`src/rtl/controller_pkg.sv`:
```
`default_nettype none
// ============================================================================
// Module      : controller_pkg
// Description : Shared opcode/funct/ALUOp encodings and the control bundle
//               type for the MIPS-subset main decoder.
// Revision    : 1.0 - initial release
// ============================================================================
package controller_pkg;

  localparam logic [5:0] OP_RTYPE = 6'h00;
  localparam logic [5:0] OP_ORI   = 6'h0D;
  localparam logic [5:0] OP_LUI   = 6'h0F;
  localparam logic [5:0] OP_LW    = 6'h23;
  localparam logic [5:0] OP_SW    = 6'h2B;
  localparam logic [5:0] OP_BEQ   = 6'h04;
  localparam logic [5:0] OP_BGTZ  = 6'h07;
  localparam logic [5:0] OP_JAL   = 6'h03;

  localparam logic [5:0] FN_ADDU  = 6'h21;
  localparam logic [5:0] FN_SUBU  = 6'h23;
  localparam logic [5:0] FN_JR    = 6'h08;

  typedef enum logic [2:0] {
    ALU_ADD = 3'b000,
    ALU_SUB = 3'b001,
    ALU_OR  = 3'b010
  } alu_op_e;

  typedef struct packed {
    logic    reg_dst;
    logic    alu_src;
    logic    mem_to_reg;
    logic    gpr_write;
    logic    dm_write;
    logic    beq;
    logic    bgtz;
    logic    jal;
    logic    jr;
    logic    sign_ext;
    logic    lui_ext;
    alu_op_e alu_op;
  } ctrl_t;

  localparam ctrl_t CTRL_NOP = '0;

  function automatic logic [5:0] get_opcode(input logic [31:0] instr);
    return instr[31:26];
  endfunction

  function automatic logic [5:0] get_funct(input logic [31:0] instr);
    return instr[5:0];
  endfunction

endpackage
`default_nettype wire

```
`src/rtl/controller_if.sv`:
```
`default_nettype none
// ============================================================================
// Module      : controller_if
// Description : Instruction in / registered datapath controls out.
// Revision    : 1.0 - initial release
// ============================================================================
interface controller_if;
  logic [31:0] instr;
  logic        RegDst;
  logic        AluSrc;
  logic        MemToReg;
  logic        GPR_Write;
  logic        DM_Write;
  logic        beq;
  logic        bgtz;
  logic        jal;
  logic        jr;
  logic        SignExt;
  logic        LuiExt;
  logic [2:0]  ALUOp;

  modport master (
    output instr,
    input  RegDst, AluSrc, MemToReg, GPR_Write, DM_Write,
    input  beq, bgtz, jal, jr, SignExt, LuiExt, ALUOp
  );

  modport slave (
    input  instr,
    output RegDst, AluSrc, MemToReg, GPR_Write, DM_Write,
    output beq, bgtz, jal, jr, SignExt, LuiExt, ALUOp
  );
endinterface
`default_nettype wire

```
`src/rtl/controller_decode.sv`:
```
`default_nettype none
// ============================================================================
// Module      : controller_decode
// Description : Combinational opcode/funct decode into an unregistered
//               control bundle; unsupported encodings decode as NOP.
// Revision    : 1.0 - initial release
// ============================================================================
module controller_decode
  import controller_pkg::*;
(
  input  logic [31:0] instr,
  output ctrl_t       ctrl
);

  logic [5:0] w_opcode;
  logic [5:0] w_funct;
  // Register/immediate fields are consumed by the datapath, not the decoder.
  logic       w_unused_fields;

  assign w_opcode        = get_opcode(instr);
  assign w_funct         = get_funct(instr);
  assign w_unused_fields = ^instr[25:6];

  always_comb begin
    ctrl = CTRL_NOP;
    case (w_opcode)
      OP_RTYPE: begin
        case (w_funct)
          FN_ADDU: begin
            ctrl.reg_dst   = 1'b1;
            ctrl.gpr_write = 1'b1;
            ctrl.alu_op    = ALU_ADD;
          end
          FN_SUBU: begin
            ctrl.reg_dst   = 1'b1;
            ctrl.gpr_write = 1'b1;
            ctrl.alu_op    = ALU_SUB;
          end
          FN_JR: begin
            ctrl.jr = 1'b1;
          end
          default: ctrl = CTRL_NOP;
        endcase
      end
      OP_ORI: begin
        ctrl.alu_src   = 1'b1;
        ctrl.gpr_write = 1'b1;
        ctrl.alu_op    = ALU_OR;
      end
      OP_LUI: begin
        // Shifted immediate is OR'd with $0 to form the result.
        ctrl.alu_src   = 1'b1;
        ctrl.gpr_write = 1'b1;
        ctrl.lui_ext   = 1'b1;
        ctrl.alu_op    = ALU_OR;
      end
      OP_LW: begin
        ctrl.alu_src    = 1'b1;
        ctrl.mem_to_reg = 1'b1;
        ctrl.gpr_write  = 1'b1;
        ctrl.sign_ext   = 1'b1;
        ctrl.alu_op     = ALU_ADD;
      end
      OP_SW: begin
        ctrl.alu_src  = 1'b1;
        ctrl.dm_write = 1'b1;
        ctrl.sign_ext = 1'b1;
        ctrl.alu_op   = ALU_ADD;
      end
      OP_BEQ: begin
        ctrl.beq      = 1'b1;
        ctrl.sign_ext = 1'b1;
        ctrl.alu_op   = ALU_SUB;
      end
      OP_BGTZ: begin
        ctrl.bgtz     = 1'b1;
        ctrl.sign_ext = 1'b1;
        ctrl.alu_op   = ALU_SUB;
      end
      OP_JAL: begin
        ctrl.jal       = 1'b1;
        ctrl.gpr_write = 1'b1;
      end
      default: ctrl = CTRL_NOP;
    endcase
  end

endmodule
`default_nettype wire

```
`src/rtl/controller.sv`:
```
`default_nettype none
// ============================================================================
// Module      : controller
// Description : Main decoder with a one-cycle decode-stage output register.
// Revision    : 1.0 - initial release
// ============================================================================
module controller
  import controller_pkg::*;
(
  input  logic         clk,
  input  logic         reset,
  controller_if.slave  bus
);

  ctrl_t w_ctrl;
  ctrl_t r_ctrl;

  controller_decode u_decode (
    .instr (bus.instr),
    .ctrl  (w_ctrl)
  );

  always_ff @(posedge clk) begin
    if (reset) begin
      r_ctrl <= CTRL_NOP;
    end else begin
      r_ctrl <= w_ctrl;
    end
  end

  assign bus.RegDst    = r_ctrl.reg_dst;
  assign bus.AluSrc    = r_ctrl.alu_src;
  assign bus.MemToReg  = r_ctrl.mem_to_reg;
  assign bus.GPR_Write = r_ctrl.gpr_write;
  assign bus.DM_Write  = r_ctrl.dm_write;
  assign bus.beq       = r_ctrl.beq;
  assign bus.bgtz      = r_ctrl.bgtz;
  assign bus.jal       = r_ctrl.jal;
  assign bus.jr        = r_ctrl.jr;
  assign bus.SignExt   = r_ctrl.sign_ext;
  assign bus.LuiExt    = r_ctrl.lui_ext;
  assign bus.ALUOp     = r_ctrl.alu_op;

endmodule
`default_nettype wire

```
`src/flat_wrapper.sv`:
```
// flat-port wrapper written by rule: the top's interface ports become plain ports
module controller_flat import controller_pkg::*;
  (clk, reset, bus_instr, bus_RegDst, bus_AluSrc, bus_MemToReg, bus_GPR_Write, bus_DM_Write, bus_beq, bus_bgtz, bus_jal, bus_jr, bus_SignExt, bus_LuiExt, bus_ALUOp);
  controller_if bus_i ();
  input  logic clk;
  input  logic reset;
  input wire logic [$bits(bus_i.instr)-1:0] bus_instr;
  output wire logic [$bits(bus_i.RegDst)-1:0] bus_RegDst;
  output wire logic [$bits(bus_i.AluSrc)-1:0] bus_AluSrc;
  output wire logic [$bits(bus_i.MemToReg)-1:0] bus_MemToReg;
  output wire logic [$bits(bus_i.GPR_Write)-1:0] bus_GPR_Write;
  output wire logic [$bits(bus_i.DM_Write)-1:0] bus_DM_Write;
  output wire logic [$bits(bus_i.beq)-1:0] bus_beq;
  output wire logic [$bits(bus_i.bgtz)-1:0] bus_bgtz;
  output wire logic [$bits(bus_i.jal)-1:0] bus_jal;
  output wire logic [$bits(bus_i.jr)-1:0] bus_jr;
  output wire logic [$bits(bus_i.SignExt)-1:0] bus_SignExt;
  output wire logic [$bits(bus_i.LuiExt)-1:0] bus_LuiExt;
  output wire logic [$bits(bus_i.ALUOp)-1:0] bus_ALUOp;
  assign bus_i.instr = bus_instr;
  assign bus_RegDst = bus_i.RegDst;
  assign bus_AluSrc = bus_i.AluSrc;
  assign bus_MemToReg = bus_i.MemToReg;
  assign bus_GPR_Write = bus_i.GPR_Write;
  assign bus_DM_Write = bus_i.DM_Write;
  assign bus_beq = bus_i.beq;
  assign bus_bgtz = bus_i.bgtz;
  assign bus_jal = bus_i.jal;
  assign bus_jr = bus_i.jr;
  assign bus_SignExt = bus_i.SignExt;
  assign bus_LuiExt = bus_i.LuiExt;
  assign bus_ALUOp = bus_i.ALUOp;
  controller u_core (.clk(clk), .reset(reset), .bus(bus_i));
endmodule
```
`config.mk`:
```
export PLATFORM = sky130hd
export DESIGN_NAME = controller_flat
export DESIGN_NICKNAME = d
export VERILOG_FILES = /design/src/rtl/controller_pkg.sv /design/src/rtl/controller_if.sv /design/src/rtl/controller_decode.sv /design/src/rtl/controller.sv /design/src/flat_wrapper.sv
export SDC_FILE = /design/constraint.sdc
export NUM_CORES = 1
export LEC_CHECK = 0
export ABC_CLOCK_PERIOD_IN_PS = 1700
export CAP_MARGIN = 5
export CELL_PAD_IN_SITES_DETAIL_PLACEMENT = 0
export CELL_PAD_IN_SITES_GLOBAL_PLACEMENT = 1
export CORE_UTILIZATION = 20
export CTS_BUF_LIST = sky130_fd_sc_hd__clkbuf_8
export DETAILED_ROUTE_END_ITERATION = 8
export GPL_TIMING_DRIVEN = 1
export PLACE_DENSITY_LB_ADDON = 0.1
export SYNTH_ARGS = -nofsm -noshare
export SYNTH_HDL_FRONTEND = slang
export SYNTH_SLANG_ARGS = --single-unit
```
`constraint.sdc`:
```
create_clock -name clk -period 1.7 [get_ports clk]
set_clock_uncertainty 0.1 [all_clocks]
set_input_delay 0.34 -clock clk [delete_from_list [all_inputs] [get_ports clk]]
set_output_delay 0.34 -clock clk [all_outputs]
set_load 0.02 [all_outputs]
```
======== Yosys cells after proc, flatten, opt, wreduce, memory -nomap -nowiden ========
Cells that the tools add are included.
storage, ports and cells
  input bits .............................. 34
  output and inout bits ................... 14
  flip-flop bits (word level) ............. 14
operators by class
  reduce and logical (&&, ||, !) cells .... 8
  equal/unequal tests ..................... 10
  multiplexer cells ....................... 13
  bitwise logic cells ..................... 1
operators with widths
  operator            number
  $eq 6x6->1 const B  4
  $eq 6x4->1 const B  3
  $eq 6x3->1 const B  2
  $reduce_or 4->1     3
  $mux 1              11
  $pmux 3 s3          1
  $reduce_or 2->1     4
  $eq 6x2->1 const B  1
  $logic_not 6->1     1
  $pmux 1 s2          1
  $not 1->1           1

======== Depth between registers and ports, before layout ========
Gate-level depths: netlist of the first run.
  depth after elaboration ................. 4
  mapped depth ............................ 4
  mapped depth without buffers ............ 4

======== Hierarchy ========
Synthesis of the first run repeated with hierarchy kept, for this count alone.
unflattened totals
  cell total of the unflattened synthesis .. 68
  area, all modules ....................... 715.7 µm²
modules (own cells, without submodules)
  module             area each (µm²)  cells each  sequential area each (µm²)  instances
  controller         407.9            29          280.3                       1
  controller_decode  307.8            39          0.0                         1

======== Least setup slack after synthesis of the first run ========
Ideal clock, no wire load.
  path type ............................... in2reg
  from .................................... input bus_instr[30]
  to ...................................... register u_core.r_ctrl (netlist bit u_core.bus.GPR_Write)
  stages .................................. 3
  arrival time ............................ 1.000 ns
  setup time .............................. 0.066 ns
  slack ................................... 0.534 ns
  path buffers ............................ 0
  path through ............................ nand4b_1 or4_1 nand4b_1
on the way
  word-level cells in the longest chain between the ends .. 3
  elaborated cells between the ends (all ways) .. 7
  those cells by class .................... eq/ne: 4; mux: 1; reduce/logical: 2
RTL lines
  what                                RTL line                 source
  from (decl)                         flat_wrapper.sv:7        input wire logic [$bits(bus_i.instr)-1:0] bus_instr;
  $eq 6x6->1 (tied with other cells)  controller_decode.sv:26  case (w_opcode)
  $reduce_or 4->1 (no source line)    -
  $pmux 1 s2 (*)                      controller_decode.sv:26
  to (signal assigned)                controller.sv:27         r_ctrl <= w_ctrl;
  to (decl)                           controller.sv:16         ctrl_t r_ctrl;
Mark *: on every way between the ends. The rest lies on a longest branch, timed or not.
A chain may end at the register's enable or synchronous reset.

======== Final worst setup path of the first run ========
  from .................................... register u_core.r_ctrl (netlist bit u_core.bus.ALUOp[1])
  to ...................................... output bus_ALUOp[1]
RTL lines
  what       RTL line            source
  to (decl)  flat_wrapper.sv:19  output wire logic [$bits(bus_i.ALUOp)-1:0] bus_ALUOp;
No word-level cell between the ends.

==> results.txt, run 1 <==
----------------------------------------------------
[Status]
  Run status ... finished clean

[Cells and area]
  Number of standard cells in the final layout excluding fillers ... 104
  Post-synthesis to final-layout area growth ... 80.3%
  Commonest cells after routing, fill and taps aside ... sky130_fd_sc_hd__clkdlybuf4s50_1 (26), sky130_fd_sc_hd__dfxtp_1 (13), sky130_fd_sc_hd__inv_1 (6)
  Flip-flop count of the largest register, all copies and words added ... 2
  Count of inserted antenna diode cells ... 0
  Fraction of final layout cells sized beyond drive strength 1 ... 0.104
  Most common cell after layout, fill and taps aside ... sky130_fd_sc_hd__clkdlybuf4s50_1
  NumNets Final ... ~110
  Fill cell count ... 242
  Layout Cell Area excl Fill ... about 800 µm²

[Drt]
  Number of search-and-repair iterations in the first detailed-routing pass ... 2
  Total number of vias ... approximately 400
  Number of DRC markers after the initial detailed-route iteration ... 3
  Remaining number of nets flagged by the antenna check after routing ... 0
  DR vias/cell ... about 3.8
  Routed Wire Length ... 901 µm
  Average wire per cell in the routed design ... 8.66 µm
  Remaining design rule violation count ... 0

[Pwr]
  Leakage power total ... around 0.36 nW
  Relative contribution of combinational cells to total power ... 0.105
  Power dissipated by switching net loads ... ~0.00012 W
  Worst IR drop on VDD ... 0.277 mV
  Relative contribution of the clock network to total power ... 0.405
  Total power divided by cell area ... about 780 nW/µm²
  Sequential group share of total power ... 0.490
  Cell-internal power ... slightly above 0.0005 W
  Switching Share ... 0.193

[Global routing]
  Total routing resource utilization after global routing ... 0.0781
  Pin count of the biggest net entering global routing ... 8
  Vias in the first global route ... 339
  Antenna violations before repair ... 0
  Sum of overflow across all layers after global routing ... 0
  First-pass GRT wire length ... 1400 µm

[Min path]
  Hold/Removal Path Class ... in -> reg
  Worst hold path cell count ... 3

[Setup path]
  Slowest library cell on the worst path ... sky130_fd_sc_hd__clkdlybuf4s50_1
  Instance count on the critical path ... 1
  Max Fanout on Critical Path ... 1
  Worst path buffer plus inverter count ... 1
  Category of cells accounting for the largest share of critical-path delay ... buffers and inverters
  Endpoint arrival time on the critical path ... approximately 1.1 ns
  CP Class ... reg -> out
  CP startpoint kind ... flop
  Endpoint class of the critical path ... output pin
  Worst path required time ... between 1 and 1.5 ns
  Stage delay of the slowest cell on the critical path ... between 0.5 and 0.6 ns
  Worst-path cell chain ... clkdlybuf4s50_1

[Synth]
  Synth Net Count ... about 80
  Number of distinct standard cells referenced by the synthesized netlist ... 21
  Yosys top cell area share ... 0.578
  Area of the mapped netlist ... approximately 450 µm²
  Largest cells by area after synthesis ... sky130_fd_sc_hd__dfxtp_1 (58%), sky130_fd_sc_hd__inv_1 (4.2%), sky130_fd_sc_hd__nand4b_1 (3.9%)
  Number of instances in the synthesized netlist ... 44
  Proportion of synthesized chip area in sequential cells ... 0.578
  Warnings from Yosys ... 0
  Area leader, netlist ... sky130_fd_sc_hd__dfxtp_1
  Mean instance size in the synthesized netlist ... roughly 10 µm²
  FF+latch count, synth ... 13

[Die]
  Die Outline Area ... 2450 µm²
  Chip width ... slightly below 50 µm
  Initial Utilization ... 0.221
  Die height ... between 40 and 50 µm
  CORE AREA ... ~2000 µm²
  Count of standard-cell rows ... 16
  Number of top-level pins ... 48

[STA]
  Final period utilization ... 0.925
  RSZ-0062 raised after global routing ... false
  Maximum clock rate ... roughly 0.64 GHz
  Setup total negative slack ... 0 ns
  Number of max-slew violations in the final report ... 0
  Fin. Hold Viols ... 0
  Final number of setup-violating endpoints ... 0
  Worst slack on hold paths ... slightly above 0.6 ns
  Final min period ... 1.57 ns

[CTS]
  Clock tree sinks ... 13
  Number of CTS-inserted buffers ... 3
  Post-cts sizing count ... 0
  Clock buffer depth ... 2
  CTS tree ... yes
  Setup Fix Bufs, Post-CTS ... 0
  CTS clock-pin slew for the worst setup and hold paths ... 0.05 ns
  Deepest level of the CTS H-tree ... 1
  Number of buffers added to fix hold violations after cts ... 0
  Clock root buffer ... sky130_fd_sc_hd__clkbuf_8

[Flow run]
  # Max-Cap Violations ... 0

[Place]
  Placed standard-cell area ... ~770 µm²
  Final HPWL DP ... roughly 800 µm
  Number of I/O port buffers ... 26
  RD Place Congestion ... approximately 0.76
  Placed Cells incl. Taps ... 100

----------------------------------------------------
-- final cells by class --
| type | instances | area, µm² | share of cell area |
|---|---|---|---|
| Clock inverter | 1 | 3.75 | 0.00462 |
| Inverter | 5 | 18.8 | 0.0231 |
| Sequential cell | 13 | 260 | 0.320 |
| Tap cell | 27 | 33.8 | 0.0416 |
| Timing Repair Buffer | 30 | 290 | 0.357 |
| Clock buffer | 3 | 41.3 | 0.0508 |
| Multi-Input combinational cell | 25 | 164 | 0.202 |
-- cell families (layout without fill, tap and decap cells) --
kind of cell | after synthesis | after routing | synth area share
flip-flops | 13 | 13 | 0.578
AND/OR/NAND/NOR | 22 | 22 | 0.328
buffers and inverters | 6 | 39 | 0.0583
other | 1 | 1 | 0.00833
AO/OA/AOI/OAI | 2 | 2 | 0.0278
-- path summary, 6_finish.rpt --
| path | slack, ns | end | startpoint |
|---|---|---|---|
| setup / recovery | 0.13 | bus_ALUOp[1] | u_core.bus.ALUOp[1]$_SDFF_PP0_ |
| hold / removal | 0.61 | u_core.bus.ALUOp[0]$_SDFF_PP0_ | bus_instr[1] |
-- synth_stat cells --
master,number
sky130_fd_sc_hd__nand4b_1,2
sky130_fd_sc_hd__nor4_2,1
sky130_fd_sc_hd__inv_1,5
sky130_fd_sc_hd__and3_1,2
sky130_fd_sc_hd__nand4_1,2
sky130_fd_sc_hd__nor2_1,3
sky130_fd_sc_hd__and4_1,1
sky130_fd_sc_hd__nor4b_1,1
sky130_fd_sc_hd__o211ai_1,1
sky130_fd_sc_hd__dfxtp_1,13
sky130_fd_sc_hd__and3b_1,1
sky130_fd_sc_hd__nor4bb_1,1
sky130_fd_sc_hd__conb_1,1
sky130_fd_sc_hd__nand2_1,2
sky130_fd_sc_hd__or3_1,1
sky130_fd_sc_hd__and2_1,2
sky130_fd_sc_hd__or4_1,1
sky130_fd_sc_hd__o21ai_1,1
sky130_fd_sc_hd__nor2b_1,1
sky130_fd_sc_hd__nor3_1,1
sky130_fd_sc_hd__buf_4,1
-- layer usage --
metal	up-vias	part of all wire	wire [µm]	GRT usage
met5	-	0	0	0
met4	0	0.021	19	0.0857
met3	2	0.053	48	0
met2	24	0.38	344	0.103
met1	152	0.54	488	0.108
li1	218	-	-	-
-- power groups by stage --
stage / clock network [W] / logic (W) / registers [W]
6_report: 0.000255 / 0.0000660 / 0.000309
5_1_grt: 0.000277 / 0.0000710 / 0.000309
4_1_cts: 0.000263 / 0.0000667 / 0.000308
3_5_place_dp: 0 / 0.0000666 / 0.000315
3_3_place_gp: 0 / 0.0000665 / 0.000315
2_1_floorplan: 0 / 0.0000151 / 0.000319
-- stage by stage --
stage | total power, W | utilization | setup WS [ns]
2_1_floorplan | 0.000334 | - | 0.534
3_3_place_gp | 0.000381 | 0.376 | -0.0611
3_5_place_dp | 0.000381 | 0.376 | -0.0592
4_1_cts | 0.000639 | 0.398 | 0.112
5_1_grt | 0.000656 | 0.398 | 0.0707
6_report | 0.000629 | 0.398 | 0.128
(Power assumes the default switching activity.)
==> run 2, diff against run 1 <==
CORE_UTILIZATION = 28   (was 20)
SYNTH_HIERARCHICAL = 1   (was not set)
==> results.txt, run 2 <==
----------------------------------------------------
[Cells and area]
  Most common cell after layout, fill and taps aside ... sky130_fd_sc_hd__clkdlybuf4s50_1
  Flip-flop count of the largest register, all copies and words added ... 3
  NumNets Final ... ~140
  Commonest cells after routing, fill and taps aside ... sky130_fd_sc_hd__clkdlybuf4s50_1 (26), sky130_fd_sc_hd__dfxtp_1 (14), sky130_fd_sc_hd__nor2b_2 (10), sky130_fd_sc_hd__buf_4 (10), sky130_fd_sc_hd__clkbuf_8 (4)
  Number of standard cells in the final layout excluding fillers ... 132
  Layout Cell Area excl Fill ... approximately 1100 µm²
  Layout Utilization ... 0.482
  Post-synthesis to final-layout area growth ... 56.1%
  Fraction of final layout cells sized beyond drive strength 1 ... 0.298
  Fill cell count ... 238
  Count of inserted antenna diode cells ... 0

[CTS]
  Setup Fix Bufs, Post-CTS ... 0
  Clock buffer depth ... 2
  Number of CTS-inserted buffers ... 3
  CTS tree ... yes
  Post-cts sizing count ... 0
  CTS clock-pin slew for the worst setup and hold paths ... around 0.060 ns
  Clock tree sinks ... 14
  Clock root buffer ... sky130_fd_sc_hd__clkbuf_8
  Number of buffers added to fix hold violations after cts ... 0
  Deepest level of the CTS H-tree ... 1

[Synth]
  Area leader, netlist ... sky130_fd_sc_hd__dfxtp_1
  Proportion of synthesized chip area in sequential cells ... 0.392
  Synth Net Count ... 102
  Synth cell count leaders ... sky130_fd_sc_hd__dfxtp_1 (14), sky130_fd_sc_hd__nor2b_2 (10)
  Post-synth EDFFs ... 0
  Largest cells by area after synthesis ... sky130_fd_sc_hd__dfxtp_1 (39%), sky130_fd_sc_hd__nor2b_2 (12%), sky130_fd_sc_hd__nor4_4 (5.9%)
  Warnings from Yosys ... 6
  Library cell with the highest instance count after synthesis ... sky130_fd_sc_hd__dfxtp_1
  Area of the mapped netlist ... between 700 and 800 µm²
  Number of instances in the synthesized netlist ... 68
  Mean instance size in the synthesized netlist ... 10.5 µm²
  Proportion of synthesized flip-flops having asynchronous set or reset ... 0
  Yosys top cell area share ... 0.392
  Number of distinct standard cells referenced by the synthesized netlist ... 28
  FF+latch count, synth ... 14
  Prevailing post-synth register cell ... sky130_fd_sc_hd__dfxtp_1

[Die]
  Number of top-level pins ... 48
  Count of standard-cell rows ... 17
  Die Outline Area ... ~2800 µm²
  CORE AREA ... roughly 2300 µm²
  Initial Utilization ... 0.309
  Die height ... 52.6 µm
  Chip width ... between 50 and 60 µm

[Place]
  Placed Cells incl. Taps ... 128
  Placed standard-cell area ... between 1000 and 1500 µm²
  RD Place Congestion ... ~0.82
  Number of I/O port buffers ... 27
  Final HPWL DP ... about 1100 µm

[STA]
  Number of max-slew violations in the final report ... 0
  RSZ-0062 raised after global routing ... false
  Final min period ... roughly 1.6 ns
  Final number of setup-violating endpoints ... 0
  Fin. Hold Viols ... 0
  Maximum clock rate ... 0.628 GHz
  Final period utilization ... 0.937

[Drt]
  Average wire per cell in the routed design ... 10.6 µm
  Remaining number of nets flagged by the antenna check after routing ... 0
  Routed Wire Length ... about 1400 µm
  Total number of vias ... 572
  DR vias/cell ... roughly 4.3
  Number of DRC markers after the initial detailed-route iteration ... 2
  Remaining design rule violation count ... 0
  Number of search-and-repair iterations in the first detailed-routing pass ... 3

[Setup path]
  Worst path buffer plus inverter count ... 1
  Worst-path cell chain ... clkdlybuf4s50_1
  Stage delay of the slowest cell on the critical path ... between 0.5 and 0.6 ns
  CP startpoint kind ... flop
  Endpoint class of the critical path ... output pin
  Worst path required time ... about 1.3 ns
  Slowest library cell on the worst path ... sky130_fd_sc_hd__clkdlybuf4s50_1
  Max Fanout on Critical Path ... 1
  Endpoint arrival time on the critical path ... about 1.2 ns
  Category of cells accounting for the largest share of critical-path delay ... buffers and inverters
  CP Class ... reg -> out

[Pwr]
  Leakage power total ... around 0.42 nW
  Sum of internal, switching and leakage power ... about 0.00078 W
  Total power divided by cell area ... 700 nW/µm²
  Worst IR drop on VDD ... about 0.54 mV

[Global routing]
  Vias in the first global route ... slightly above 500
  Total routing resource utilization after global routing ... 0.121
  Pin count of the biggest net entering global routing ... 9
  Antenna violations before repair ... 0
  First-pass GRT wire length ... between 2000 and 2500 µm
  Sum of overflow across all layers after global routing ... 0

[Flow run]
  # Max-Cap Violations ... 0

[Min path]
  Hold/Removal Path Class ... in -> reg

[Status]
  Run status ... finished clean

----------------------------------------------------
[run 2: changes by cell type after synthesis, sizes merged, moves of 2 or more]
cell | before | now
and3 | 2 | 0
nor4 | 1 | 4
nor2b | 1 | 13
nand2 | 2 | 4
buf | 1 | 6
a21oi | 0 | 2
nand2b | 0 | 3
and2b | 0 | 3
inv | 5 | 0
[run 2: logic make-up (layout without fill, tap and decap cells)]
kind of cell / after synthesis / after routing / synth area share
simple gates: 41 / 41 / 0.467
xor+xnor: 1 / 1 / 0.0122
compound gates: 5 / 5 / 0.0455
flops: 14 / 14 / 0.392
other cells: 1 / 1 / 0.00524
buf+inv: 6 / 42 / 0.0787
[run 2: power by group]
part	internal, W	switching (W)	total, W
clock	0.000205	0.000123	0.000328
combinational	0.0000686	0.0000523	0.000121
sequential	0.000332	0.000000811	0.000333
[run 2: per-layer routing]
metal,vias up,part of all wire,wire [µm],track usage
li1,301,-,-,-
met1,251,0.47,651,0.143
met2,16,0.46,648,0.175
met3,4,0.053,74,0.0609
met4,0,0.019,26,0.0658
met5,-,0,0,0
[run 2: area by class of cell]
cell class	instances	area, µm²	area share
Clock buffer	4	55.1	0.0493
Multi-Input combinational cell	48	379	0.339
Tap cell	28	35.0	0.0314
Timing Repair Buffer	38	368	0.329
Sequential cell	14	280	0.251
[run 2: metrics by stage]
| step | setup slack [ns] | setup TNS (ns) | hold WS (ns) |
|---|---|---|---|
| detailed placement | -0.198 | -1.17 | 0.967 |
| CTS | 0.0522 | 0 | 0.700 |
| floorplan | 0.367 | 0 | 0.312 |
| global route | 0.0308 | 0 | 0.616 |
| global placement | -0.189 | -1.10 | 0.965 |
| finish | 0.107 | 0 | 0.591 |
[run 2: path summary, 6_finish.rpt]
| check | endpoint | depth (start not counted) | start |
|---|---|---|---|
| worst max-delay path | bus_AluSrc | 1 | u_core/bus.AluSrc$_SDFF_PP0_ |
| worst min-delay path | u_core/bus.beq$_SDFF_PP0_ | 3 | bus_instr[28] |
